==> src/rtl/stopwatch_pkg.sv <==
// -----------------------------------------------------------------------------
// stopwatch_pkg
// Shared types and constants for the 00.00 stopwatch datapath.
//   bcd_time_t     : four packed BCD digits {d3,d2,d1,d0} (10 s .. 0.01 s)
//   lap_state_t    : display source of the lap recorder (LIVE / RECALL)
//   LAP_DEPTH_DFLT : default number of lap slots
// -----------------------------------------------------------------------------
package stopwatch_pkg;

   typedef struct packed {
      logic [3:0] d3;
      logic [3:0] d2;
      logic [3:0] d1;
      logic [3:0] d0;
   } bcd_time_t;

   typedef enum logic {
      LIVE   = 1'b0,
      RECALL = 1'b1
   } lap_state_t;

   localparam int LAP_DEPTH_DFLT = 8;

endpackage

==> src/rtl/lap_regfile.sv <==
// -----------------------------------------------------------------------------
// lap_regfile
// DEPTH x 16-bit lap storage: one synchronous write port, one combinational
// read port. Storage has no reset; validity is tracked by the owner.
// Ports:
//   clk      in  : system clock (rising edge)
//   i_we     in  : write enable
//   i_waddr  in  : write slot index
//   i_wdata  in  : BCD time to store
//   i_raddr  in  : read slot index
//   o_rdata  out : contents of slot i_raddr (pre-write value in the write cycle)
// -----------------------------------------------------------------------------
module lap_regfile
   import stopwatch_pkg::*;
#(
   parameter int DEPTH = LAP_DEPTH_DFLT,
   parameter int IDX_W = $clog2(DEPTH)
) (
   input  logic             clk,
   input  logic             i_we,
   input  logic [IDX_W-1:0] i_waddr,
   input  bcd_time_t        i_wdata,
   input  logic [IDX_W-1:0] i_raddr,
   output bcd_time_t        o_rdata
);

   bcd_time_t r_mem [DEPTH];

   always_ff @(posedge clk) begin
      if (i_we) begin
         r_mem[i_waddr] <= i_wdata;
      end
   end

   assign o_rdata = r_mem[i_raddr];

endmodule

==> src/rtl/lap_memory.sv <==
// -----------------------------------------------------------------------------
// lap_memory
// Lap (split) time recorder for the 00.00 stopwatch. Captures the live BCD
// time into a ring of DEPTH slots on each Lap press while running, and lets
// the user step through stored laps (oldest first) with View.
// Optional feature macro: LAP_OVERWRITE_EN
//   defined   : a lap taken while full overwrites the oldest slot
//   undefined : a lap taken while full is dropped
// Ports:
//   clk, rst_n         : clock, synchronous active-low reset
//   run_en             : stopwatch running flag (laps only captured when 1)
//   lap_p/view_p/clear_p : single-cycle button pulses
//   d3..d0             : live BCD digits
//   q3..q0             : registered digits to the display (live or recalled)
//   recall             : q shows a stored lap
//   view_idx           : lap number shown, 0 = oldest
//   lap_cnt            : number of valid slots (0..DEPTH)
//   full               : lap_cnt == DEPTH
// -----------------------------------------------------------------------------
module lap_memory
   import stopwatch_pkg::*;
#(
   parameter int DEPTH = LAP_DEPTH_DFLT,
   parameter int IDX_W = $clog2(DEPTH)
) (
   input  logic             clk,
   input  logic             rst_n,
   input  logic             run_en,
   input  logic             lap_p,
   input  logic             view_p,
   input  logic             clear_p,
   input  logic [3:0]       d3,
   input  logic [3:0]       d2,
   input  logic [3:0]       d1,
   input  logic [3:0]       d0,
   output logic [3:0]       q3,
   output logic [3:0]       q2,
   output logic [3:0]       q1,
   output logic [3:0]       q0,
   output logic             recall,
   output logic [IDX_W-1:0] view_idx,
   output logic [IDX_W:0]   lap_cnt,
   output logic             full
);

   localparam logic [IDX_W:0]   CNT_FULL = (IDX_W+1)'(DEPTH);
   localparam logic [IDX_W:0]   CNT_ONE  = (IDX_W+1)'(1);
   localparam logic [IDX_W:0]   CNT_ZERO = '0;
   localparam logic [IDX_W-1:0] IDX_ONE  = IDX_W'(1);

   lap_state_t       r_state;
   logic [IDX_W-1:0] r_wr_ptr;
   logic [IDX_W-1:0] r_view_idx;
   logic [IDX_W:0]   r_lap_cnt;
   bcd_time_t        r_q;
   logic             r_recall;
   logic             r_full;

   bcd_time_t        w_live;
   bcd_time_t        w_rd_data;
   logic             w_is_full;
   logic             w_cap;
   lap_state_t       w_state_nxt;
   logic [IDX_W-1:0] w_idx_nxt;
   logic [IDX_W-1:0] w_wr_nxt;
   logic [IDX_W:0]   w_cnt_nxt;
   logic [IDX_W-1:0] w_oldest_nxt;
   logic [IDX_W-1:0] w_rd_ptr;
   bcd_time_t        w_q_nxt;

   assign w_live    = '{d3: d3, d2: d2, d1: d1, d0: d0};
   assign w_is_full = (r_lap_cnt == CNT_FULL);

`ifdef LAP_OVERWRITE_EN
   assign w_cap = lap_p && run_en;
`else
   assign w_cap = lap_p && run_en && !w_is_full;
`endif

   // View stepping is judged against the lap count before any same-cycle capture.
   always_comb begin
      w_state_nxt = r_state;
      w_idx_nxt   = r_view_idx;
      if (view_p) begin
         case (r_state)
            LIVE: begin
               if (r_lap_cnt != CNT_ZERO) begin
                  w_state_nxt = RECALL;
                  w_idx_nxt   = '0;
               end
            end
            RECALL: begin
               if (({1'b0, r_view_idx} + CNT_ONE) < r_lap_cnt) begin
                  w_idx_nxt = r_view_idx + IDX_ONE;
               end else begin
                  w_state_nxt = LIVE;
                  w_idx_nxt   = '0;
               end
            end
            default: begin
               w_state_nxt = LIVE;
               w_idx_nxt   = '0;
            end
         endcase
      end
   end

   // An overwrite while full advances wr_ptr with lap_cnt pinned at DEPTH,
   // which moves the oldest pointer forward by one.
   assign w_wr_nxt     = w_cap ? (r_wr_ptr + IDX_ONE) : r_wr_ptr;
   assign w_cnt_nxt    = (w_cap && !w_is_full) ? (r_lap_cnt + CNT_ONE) : r_lap_cnt;
   assign w_oldest_nxt = w_wr_nxt - w_cnt_nxt[IDX_W-1:0];
   assign w_rd_ptr     = w_oldest_nxt + w_idx_nxt;

   lap_regfile #(
      .DEPTH (DEPTH),
      .IDX_W (IDX_W)
   ) u_regfile (
      .clk     (clk),
      .i_we    (w_cap),
      .i_waddr (r_wr_ptr),
      .i_wdata (w_live),
      .i_raddr (w_rd_ptr),
      .o_rdata (w_rd_data)
   );

   // Forward the live digits when the displayed slot is the one being written
   // this cycle, so q never shows the pre-overwrite contents.
   always_comb begin
      w_q_nxt = w_live;
      if (w_state_nxt == RECALL) begin
         if (w_cap && (w_rd_ptr == r_wr_ptr)) begin
            w_q_nxt = w_live;
         end else begin
            w_q_nxt = w_rd_data;
         end
      end
   end

   always_ff @(posedge clk) begin
      if (!rst_n) begin
         r_state    <= LIVE;
         r_wr_ptr   <= '0;
         r_view_idx <= '0;
         r_lap_cnt  <= '0;
         r_recall   <= 1'b0;
         r_full     <= 1'b0;
         r_q        <= '0;
      end else if (clear_p) begin
         r_state    <= LIVE;
         r_wr_ptr   <= '0;
         r_view_idx <= '0;
         r_lap_cnt  <= '0;
         r_recall   <= 1'b0;
         r_full     <= 1'b0;
         r_q        <= w_live;
      end else begin
         r_state    <= w_state_nxt;
         r_wr_ptr   <= w_wr_nxt;
         r_view_idx <= w_idx_nxt;
         r_lap_cnt  <= w_cnt_nxt;
         r_recall   <= (w_state_nxt == RECALL);
         r_full     <= (w_cnt_nxt == CNT_FULL);
         r_q        <= w_q_nxt;
      end
   end

   assign q3       = r_q.d3;
   assign q2       = r_q.d2;
   assign q1       = r_q.d1;
   assign q0       = r_q.d0;
   assign recall   = r_recall;
   assign view_idx = r_view_idx;
   assign lap_cnt  = r_lap_cnt;
   assign full     = r_full;

endmodule

==> config.mk <==
export PLATFORM = sky130hd
export DESIGN_NAME = lap_memory
export DESIGN_NICKNAME = d
export VERILOG_FILES = /design/src/rtl/stopwatch_pkg.sv /design/src/rtl/lap_regfile.sv /design/src/rtl/lap_memory.sv
export SDC_FILE = /design/constraint.sdc
export NUM_CORES = 1
export LEC_CHECK = 0
export CORE_UTILIZATION = 35
export CTS_CLUSTER_SIZE = 8
export DETAILED_ROUTE_END_ITERATION = 8
export GPL_ROUTABILITY_DRIVEN = 0
export GPL_TIMING_DRIVEN = 1
export MAX_ROUTING_LAYER = met4
export PLACE_DENSITY = 0.53
export SLEW_MARGIN = 20
export SYNTH_ARGS = -nofsm -noshare
export SYNTH_HDL_FRONTEND = slang
export SYNTH_SLANG_ARGS = --single-unit
==> constraint.sdc <==
create_clock -name clk -period 7.95 [get_ports clk]
set_input_delay 1.1925 -clock clk [delete_from_list [all_inputs] [get_ports clk]]
set_output_delay 1.1925 -clock clk [all_outputs]
set_load 0.03 [all_outputs]
==> results of run 1 <==
-- cell families after synthesis --
kind of cell               Yosys count  synth area share (%)
AOI/OAI and AO/OA                   47                  5.93
adders and majority gates           10                  2.19
muxes                               49                  13.9
buffers and inverters               23                  2.04
DFF                                156                  68.9
xor gates and xnor gates            12                  2.25
and+or+nand+nor                     58                  4.70
-- sequential cells by signal, indices dropped and copies added, names as in the netlist --
name	flops
full	1
lap_cnt	4
q0	4
q1	4
q2	4
q3	4
r_wr_ptr	3
recall	1
u_regfile.r_mem	128
view_idx	3
-- synth_stat cells, drive strengths merged (2+ instances only) --
cell      n  area, µm²
edfxtp  128       3840
mux4     32        721
dfxtp    28        561
nor3     21        110
o21ai    20        104
a211oi   18        198
mux2i    17        170
nor2     12       45.0
buf      11       80.1
ha        8        100
nand2     8       32.5
inv       6       22.5
clkbuf    5       18.8
xnor2     5       51.3
xor2      5       43.8
a21oi     4       27.5
nand3     4       25.0
nor2b     4       27.5
nand2b    3       18.8
a21o      2       15.0
a22oi     2       20.0
fa        2       40.0
xor3      2       48.8
-- routing by layer --
| metal | track usage (%) | vias up | wire length [µm] |
|---|---|---|---|
| li1 | - | 1536 | - |
| met1 | 20.2 | 1707 | 5890 |
| met2 | 25.6 | 54 | 6850 |
| met3 | 3.37 | 14 | 405 |
| met4 | 6.04 | 0 | 209 |
| met5 | - | - | 0 |
-- path summary, 6_finish.rpt --
check | cells past startpoint | end | from
setup / recovery | 11 | q2[1] | lap_p
hold / removal | 3 | lap_cnt[3] | lap_cnt[1]
setup reg to reg | 15 | q2[1] | view_idx[0]
hold reg to reg | 3 | lap_cnt[3] | lap_cnt[1]
-- through the flow --
stage / instance area [µm²] / setup slack, ns / hold slack, ns / utilization, %
finish: 7710 / 2.82 / 0.654 / 43.1
global placement: 7150 / 2.42 / 0.644 / 39.9
CTS: 7710 / 2.75 / 0.657 / 43.1
detailed placement: 7150 / 2.31 / 0.650 / 39.9
floorplan: 6390 / 3.67 / 0.596 / -
global route: 7710 / 2.45 / 0.689 / 43.1
-- final cells by class --
cell class                 instances  share of cell area [%]
clock buffer                      18                    5.57
clock inverter                    14                    1.75
inverter                           6                   0.292
multi-input combinational        176                    24.4
sequential                       156                    57.1
tap                              229                    3.72
timing repair buffer              58                    7.14
-- report_power, final --
group	total [W]	internal [W]	switching, W
sequential	0.000899	0.000894	0.00000520
clock	0.000769	0.000436	0.000333
combinational	0.000141	0.0000629	0.0000776
-- critical path, cell delays in order --
cell and delay [ns]:
clkdlybuf4s50_1 0.48, nand2_1 0.08, a21oi_2 0.35, o21ai_0 0.26, fa_1 0.54, fa_1 0.54, buf_4 0.44, xor2_1 0.19
nand3_1 0.56, o21a_4 0.55, a211oi_1 0.25
==> results.tsv, run 1 <==
stage	metric	value	unit
sta	finalHoldViolCount	0	
synthesis	synth_nets	387	
synthesis	yosysSeqAreaShare	68.9	%
cells_and_area	final_nets	447	
pwr	finalPower	0.00181	W
sta	min_period	5.13	ns
floorplanning	die_x	137	µm
clock_network	post_cts_buffers	0	
pwr	power_leakage	2.60	nW
critical_path	worstPathRequired	8.28	ns
drt	vias	3311	
drt	wl	13400	µm
sta	tns	0	ns
cells_and_area	fill_cells	1609	
cells_and_area	multiInputGateArea	1880	µm²
sta	setup_viol	0	
drt	drc_errors	0	
synthesis	synth_edf_count	128	
floorplanning	core_area	17900	µm²
pwr	vdd.ir_drop.worst	0.164	mV
place	placed_cells	625	
critical_path	worstSetupStartpointType	input port	
cells_and_area	area_growth	20.7	%
sta	slew_violations	0	
global_route	antenna_found_initial	0	
critical_path	worstPathArrival	5.46	ns
drt	drt_iter0_drc	206	
critical_path	criticalPathCategory	input port to flip-flop	
synthesis	synth_seq_cells	156	
clock_network	root_buffer	clkbuf_16	
clock_network	ctsHoldBuffers	0	
drt	antenna_left	0	
synthesis	ys.flop_type	edfxtp_1	
drt	wl_per_cell	20.3	µm
cells_and_area	final_common_cell	edfxtp_1	
synthesis	synth_area	6390	µm²
clock_network	max-clock-path-buffers	2	
cells_and_area	final_cells	657	
sta	rsz0062_at_grt	false	
synthesis	synth_cell_type_count	46	
clock_network	cts_buffers	17	
sta	finClkSkew	0.0118	ns
critical_path	cp-end-kind	flip-flop	
critical_path	crit_fanout	33	
pwr	p_per_area	235	nW/µm²
global_route	grt-ovfl-total	0	
floorplanning	io_pins	47	
sta	tightest_slew	0.999	ns
clock_network	htreeDepth	4	
sta	timing.final.crit_share	64.6	%
cells_and_area	drive_gt1_share	24.1	%
floorplanning	row_count	49	
sta	fmax	195	MHz
global_route	grt_pass1_wl	20400	µm
job	maxCapViolations	0	
drt	dr.pass1.iters	4	
cells_and_area	diodes	0	
synthesis	syn_area_per_cell	18.0	µm²
clock_network	cts.sink_count	156	
synthesis	synth_warnings	0	
global_route	grt_start_max_net_pins	34	
cells_and_area	register_area	4400	µm²
clock_network	cts_resized	0	
worst_hold_path	holdCritPathClass	flip-flop to flip-flop	
floorplanning	die_h	137	µm
global_route	grt_usage	16.1	%
place	hpwlAfterDp	7890	µm
clock_network	cts_tree	yes	
synthesis	synthArstFlopShare	0	%
clock_network	clkLatencyLatePin	0.43	ns
outcome	status	completed	
clock_network	clk_pin_slew	0.06	ns
floorplanning	dieArea	18800	µm²
floorplanning	start_util	35.7	%
global_route	grt_pass1_vias	3382	
cells_and_area	final_cell_mix	edfxtp_1, clkdlybuf4s50_1, mux4_2, dfxtp_1, o21ai_0	
synthesis	syn_inst	355	
sta	relSlewSlack	33.0	%
drt	via_per_inst	5.04	
place	io_buffers	46	
critical_path	r2r_slack	2.90	ns
Power figures use the tool's default switching activity.
==> run 2: changes to the inputs <==
==> constraint.sdc (replaced) <==
create_clock -name clk -period 5.2 [get_ports clk]
set_input_delay 0.78 -clock clk [delete_from_list [all_inputs] [get_ports clk]]
set_output_delay 0.78 -clock clk [all_outputs]
set_load 0.03 [all_outputs]
==> run 2 against run 1 <==
Net effect:
- flip-flop and latch count is the same
- utilization up 0.27 points
- hold slack better by 0.022 ns
- largest cell class unchanged
- setup slack worse by 2.1 ns
- routed wire length down 0.99%
- clock skew down 0.0051 ns
- critical endpoint is now q2[3]
==> results.tsv, run 2 (same netlist as run 1, synthesis figures left out) <==
stage	metric	value	unit	change
critical_path	criticalPathCategory	flip-flop to flip-flop		
place	hpwlAfterDp	7830	µm	-0.74%
global_route	grt_start_max_net_pins	21		-38%
clock_network	post_cts_buffers	0		unchanged
drt	wl_per_cell	20.1	µm	-1.3%
place	place_area	7170	µm²	+0.39%
global_route	grt_usage	15.9	%	-0.13 points
global_route	antenna_found_initial	0		unchanged
critical_path	worst-path-buf-inv	1		-1
cells_and_area	fin_util	43.3	%	+0.27 points
pwr	combPwrFrac	7.8	%	about the same
clock_network	max-clock-path-buffers	2		unchanged
clock_network	htreeDepth	4		unchanged
clock_network	cts_tree	yes		
sta	setup_viol	0		unchanged
critical_path	worstPathArrival	4.78	ns	-0.68 ns
pwr	clkPwrFrac	43.3	%	+0.8 points
cells_and_area	final_nets	449		+0.45%
clock_network	clk_pin_slew	0.06	ns	about the same
cells_and_area	final_cell_mix	edfxtp_1, clkdlybuf4s50_1, mux4_2, dfxtp_1, o21ai_0		
global_route	grt_pass1_wl	20500	µm	+0.58%
sta	min_period	4.45	ns	
floorplanning	dieArea	18800	µm²	unchanged
critical_path	critical_path.top_delay_family	adder cells		
drt	dr.pass1.iters	7		+3
drt	drc_errors	0		unchanged
floorplanning	start_util	35.7	%	unchanged
drt	wl	13200	µm	-0.99%
cells_and_area	postLayoutCellArea	7760	µm²	+0.62%
pwr	p_sw	0.000669	W	+61%
place	placed_cells	627		+0.32%
pwr	power_leakage	2.63	nW	+1.1%
critical_path	crit_fanout	17		-48%
sta	finalHoldViolCount	0		unchanged
global_route	grt_pass1_vias	3462		+2.4%
pwr	switching_share	23.8	%	+0.81 points
pwr	vdd.ir_drop.worst	0.244	mV	+49%
pwr	p_per_area	363	nW/µm²	+55%
place	post-place-ws	0.647	ns	-1.67 ns
cells_and_area	area_growth	21.4	%	
critical_path	r2r_slack	0.75	ns	-2.15 ns
place	io_buffers	46		unchanged
critical_path	max_stage_delay	0.52	ns	-0.04 ns
drt	via_per_inst	5.05		+0.27%
outcome	status	completed		
critical_path	crit_slowest_cell	fa_1		
global_route	grt-ovfl-total	0		unchanged
drt	antenna_left	0		unchanged
cells_and_area	final_cells	659		+0.30%
pwr	power_frac_seq	48.9	%	-0.8 points
pwr	intPower	0.00215	W	+54%
critical_path	worstSetupStartpointType	flip-flop		
floorplanning	core_area	17900	µm²	unchanged
sta	final.setup.worst_slack	0.747	ns	-2.07 ns
cells_and_area	diodes	0		unchanged
cells_and_area	fill_cells	1587		-1.4%
worst_hold_path	holdCritPathClass	flip-flop to flip-flop		
job	maxCapViolations	0		unchanged
clock_network	cts_resized	0		unchanged
floorplanning	row_count	49		unchanged
sta	rsz0062_at_grt	false		
cells_and_area	top_register	u_regfile.r_mem		
sta	fmax	225	MHz	
clock_network	ctsHoldBuffers	0		unchanged
cells_and_area	largest_reg_flops	128		unchanged
clock_network	root_buffer	clkbuf_16		
sta	relSlewSlack	55.1	%	+22 points
sta	tns	0	ns	unchanged
sta	slew_violations	0		unchanged
clock_network	cts.sink_count	156		unchanged
floorplanning	die_x	137	µm	unchanged
floorplanning	die_h	137	µm	unchanged
sta	tightest_slew	0.671	ns	-0.328 ns
clock_network	clkLatencyLatePin	0.42	ns	about the same
cells_and_area	drive_gt1_share	24.9	%	+0.82 points
clock_network	cts_buffers	17		unchanged
drt	vias	3330		+0.57%
critical_path	cp_cell_sequence	ha_1 -> xor2_1 -> ha_1 -> a21o_1 -> a211oi_4 -> nand3_1 -> inv_1 -> a22oi_1 -> fa_1 -> fa_1 -> xor2_1 -> xnor2_2 -> xor3_2 -> o21a_4 -> a211oi_1		
critical_path	worstPathRequired	5.53	ns	-2.75 ns
floorplanning	io_pins	47		unchanged
cells_and_area	final_common_cell	edfxtp_1		
critical_path	cp-end-kind	flip-flop		
drt	drt_iter0_drc	258		+25%
sta	timing.final.crit_share	85.6	%	
sta	finClkSkew	0.00667	ns	-0.00508 ns
run 2: cell types whose count changed in the layout (fill, tap and decap cells not counted), sizes merged:
cell,delta
clkinvlp,-1
clkbuf,-1
buf,+2
inv,+2
run 2: cell type report:
| type | instances | area (µm²) | share of cell area [%] |
|---|---|---|---|
| timing repair buffer | 60 | 578 | 7.45 |
| clock inverter | 15 | 159 | 2.05 |
| sequential | 156 | 4400 | 56.8 |
| clock buffer | 17 | 425 | 5.48 |
| inverter | 6 | 22.5 | 0.290 |
| multi-input combinational | 176 | 1880 | 24.3 |
| tap | 229 | 287 | 3.69 |
run 2: worst paths after layout:
kind                from         end  cells after the start
max          view_idx[0]       q2[3]                     15
min           lap_cnt[3]  lap_cnt[3]                      3
max reg2reg  view_idx[0]       q2[3]                     15
min reg2reg   lap_cnt[3]  lap_cnt[3]                      3
run 2: routing by layer:
layer / vias up / part of all wire (%) / global-route usage [%]
met5: - / 0 / -
met1: 1721 / 45 / 20.6
met3: 16 / 3.3 / 3.04
li1: 1541 / - / -
met4: 0 / 1.4 / 6.23
met2: 52 / 50 / 24.9
run 2: power groups by stage:
stage | Clock (W) | Combinational, W | Sequential (W)
after floorplan | 0 | 0.000124 | 0.00142
after global placement | 0 | 0.000220 | 0.00140
after detailed placement | 0 | 0.000223 | 0.00140
after CTS | 0.00124 | 0.000224 | 0.00138
after global routing | 0.00129 | 0.000237 | 0.00138
final | 0.00122 | 0.000220 | 0.00137
run 2: stage by stage:
step | hold slack [ns] | power (W)
finish | 0.676 | 0.00281
global route | 0.719 | 0.00290
CTS | 0.670 | 0.00284
detailed placement | 0.655 | 0.00163
global placement | 0.655 | 0.00162
floorplan | 0.596 | 0.00154
run 2: worst reg2reg max path, stage by stage (launching register included):
cell      delay (ns)
dfxtp_1         0.44
ha_1            0.20
xor2_1          0.20
ha_1            0.29
a21o_1          0.19
a211oi_4        0.28
nand3_1         0.13
inv_1           0.08
a22oi_1         0.11
fa_1            0.52
fa_1            0.44
xor2_1          0.22
xnor2_2         0.16
xor3_2          0.48
o21a_4          0.38
a211oi_1        0.24
==> run 3: changes to the inputs <==
--- a/config.mk
+++ b/config.mk
@@ -5,6 +5,7 @@
 export SDC_FILE = /design/constraint.sdc
 export NUM_CORES = 1
 export LEC_CHECK = 0
+export CORE_MARGIN = 8
 export CORE_UTILIZATION = 35
 export CTS_CLUSTER_SIZE = 8
 export DETAILED_ROUTE_END_ITERATION = 8
==> run 3 against run 2 <==
Net effect:
- via count is 1.1% higher
- combinational power hardly changed
- utilization is 0.28 points higher
- final cell count is 0.15% higher
- setup slack better by 0.019 ns
- clock power is 9.8% higher
- fmax is 0.43% higher
- die area is 21% higher
- hold slack worse by 0.023 ns
- critical endpoint is now q3[3]
==> results.tsv, run 3 (same netlist as run 1, synthesis figures left out) <==
stage	metric	value	unit	change
cells_and_area	final_cell_mix	edfxtp_1, clkdlybuf4s50_1, mux4_2, dfxtp_1, o21ai_0		
cells_and_area	top_register	u_regfile.r_mem		
sta	timing.final.crit_share	85.3	%	-0.37 points
pwr	finalPower	0.00294	W	+4.4%
cells_and_area	final_common_cell	edfxtp_1		
floorplanning	io_pins	47		unchanged
sta	finClkSkew	0.00766	ns	+0.000985 ns
critical_path	worstSetupStartpointType	flip-flop		
drt	vias	3367		+1.1%
sta	finalHoldViolCount	0		unchanged
sta	tightest_slew	1.06	ns	+0.388 ns
place	post-place-ws	0.631	ns	-0.0166 ns
drt	drt_iter0_drc	254		-1.6%
critical_path	cp-startpoint	view_idx[0]		
drt	dr.pass1.iters	4		-3
floorplanning	core_area	18000	µm²	+0.34%
sta	tns	0	ns	unchanged
drt	antenna_left	0		unchanged
cells_and_area	multiInputGateArea	1890	µm²	+0.46%
drt	drc_errors	0		unchanged
critical_path	worstReg2RegEnd	q3[3]		
floorplanning	dieArea	22800	µm²	+21%
drt	wl	13900	µm	+4.9%
drt	wl_per_cell	21.0	µm	+4.7%
cells_and_area	fill_cells	1544		-2.7%
critical_path	cp_cell_sequence	ha_1 -> xor2_1 -> ha_1 -> a21o_1 -> a211oi_4 -> nand3_1 -> inv_1 -> a22oi_1 -> fa_1 -> fa_1 -> xor2_1 -> xnor2_2 -> xor3_2 -> o21a_4 -> a211oi_1		
global_route	grt_start_max_net_pins	19		-9.5%
cells_and_area	drive_gt1_share	24.8	%	-0.058 points
outcome	status	completed		
critical_path	crit_slowest_cell	fa_1		
clock_network	cts.sink_count	156		unchanged
place	hpwlAfterDp	8470	µm	+8.1%
critical_path	crit_fanout	17		unchanged
critical_path	critical_path.top_delay_family	adder cells		
floorplanning	start_util	35.6	%	-0.12 points
cells_and_area	area_growth	22.6	%	
critical_path	worstPathRequired	5.52	ns	about the same
pwr	power_leakage	2.66	nW	+1.2%
sta	final.setup.worst_slack	0.767	ns	+0.0193 ns
critical_path	worstRegToRegCells	15		unchanged
worst_hold_path	holdCritPathClass	flip-flop to flip-flop		
clock_network	post_cts_buffers	0		unchanged
cells_and_area	largest_reg_flops	128		unchanged
sta	setup_viol	0		unchanged
clock_network	clkLatencyLatePin	0.42	ns	about the same
clock_network	cts_buffers	17		unchanged
floorplanning	die_x	151	µm	+10%
worst_hold_path	holdPathStages	3		unchanged
place	place_area	7180	µm²	+0.10%
clock_network	root_buffer	clkbuf_16		
critical_path	worstPathArrival	4.76	ns	-0.02 ns
critical_path	criticalPathCategory	flip-flop to flip-flop		
floorplanning	row_count	49		unchanged
critical_path	r2r_slack	0.77	ns	+0.02 ns
global_route	grt-ovfl-total	0		unchanged
clock_network	ctsHoldBuffers	0		unchanged
clock_network	htreeDepth	4		unchanged
global_route	grt_usage	13.5	%	-2.5 points
critical_path	max_stage_delay	0.50	ns	-0.02 ns
sta	fmax	226	MHz	+0.43%
cells_and_area	postLayoutCellArea	7840	µm²	+0.98%
clock_network	clk_pin_slew	0.06	ns	about the same
worst_hold_path	hold_end	lap_cnt[3]		
global_route	grt_pass1_vias	3549		+2.5%
clock_network	cts_resized	0		unchanged
sta	rsz0062_at_grt	false		
cells_and_area	final_nets	450		+0.22%
job	maxCapViolations	0		unchanged
cells_and_area	diodes	0		unchanged
global_route	grt_pass1_wl	21700	µm	+5.9%
critical_path	cp-end-kind	flip-flop		
sta	slew_violations	0		unchanged
cells_and_area	register_area	4400	µm²	unchanged
place	io_buffers	46		unchanged
sta	min_period	4.43	ns	-0.0193 ns
worst_hold_path	min-delay-start	lap_cnt[1]		
drt	via_per_inst	5.10		+0.96%
pwr	vdd.ir_drop.worst	0.238	mV	-2.6%
critical_path	worst-path-buf-inv	1		unchanged
cells_and_area	fin_util	43.6	%	+0.28 points
global_route	antenna_found_initial	0		unchanged
floorplanning	die_h	151	µm	+10%
pwr	p_per_area	375	nW/µm²	+3.4%
clock_network	max-clock-path-buffers	2		unchanged
critical_path	r2r_start	view_idx[0]		
clock_network	cts_tree	yes		
sta	relSlewSlack	29.2	%	-26 points
==> run 3: cell types whose count changed in the layout (fill, tap and decap cells not counted), sizes merged <==
cell / before / now
buf: 14 / 15
bufinv: 1 / 5
inv: 13 / 9
==> run 3: cell type report <==
| class | count | area share, % |
|---|---|---|
| Clock buffer | 17 | 5.43 |
| Clock inverter | 15 | 2.79 |
| Inverter | 6 | 0.287 |
| Multi-Input combinational cell | 176 | 24.1 |
| Sequential cell | 156 | 56.2 |
| Tap cell | 229 | 3.66 |
| Timing Repair Buffer | 61 | 7.47 |
==> run 3: worst max-delay path by stage <==
stage | end | slack (ns) | cells after the start
after floorplan | q2[2] | 0.92 | 15
after global placement | q2[0] | 0.77 | 11
after detailed placement | q1[3] | 0.63 | 11
after CTS | q3[3] | 0.75 | 15
after global routing | q2[3] | 0.45 | 15
final | q3[3] | 0.77 | 15
==> run 3: worst min-delay path, delay by kind of cell (launching register included) <==
family	cells	cell delay [ns]
xor+xnor	1	0.12
flops	1	0.33
simple gates	2	0.16
==> run 3: per-layer routing <==
layer	global-route usage (%)	vias to the layer above	routed length [µm]
met1	16.6	1745	6160
met5	-	-	0
li1	-	1540	-
met4	4.60	0	187
met3	2.69	14	448
met2	21.9	68	7080
==> run 3: per-stage QoR <==
| stage | hold WS [ns] | instances |
|---|---|---|
| 2_1_floorplan | 0.596 | 355 |
| 3_3_place_gp | 0.652 | 628 |
| 3_5_place_dp | 0.647 | 628 |
| 6_report | 0.653 | 660 |
| 5_1_grt | 0.683 | 660 |
| 4_1_cts | 0.657 | 660 |
==> run 3: where the power goes <==
group / leakage (nW) / switching, W / internal, W
clock network: 0.313 / 0.000489 / 0.000852
logic: 0.957 / 0.000120 / 0.000101
registers: 1.39 / 0.00000872 / 0.00137
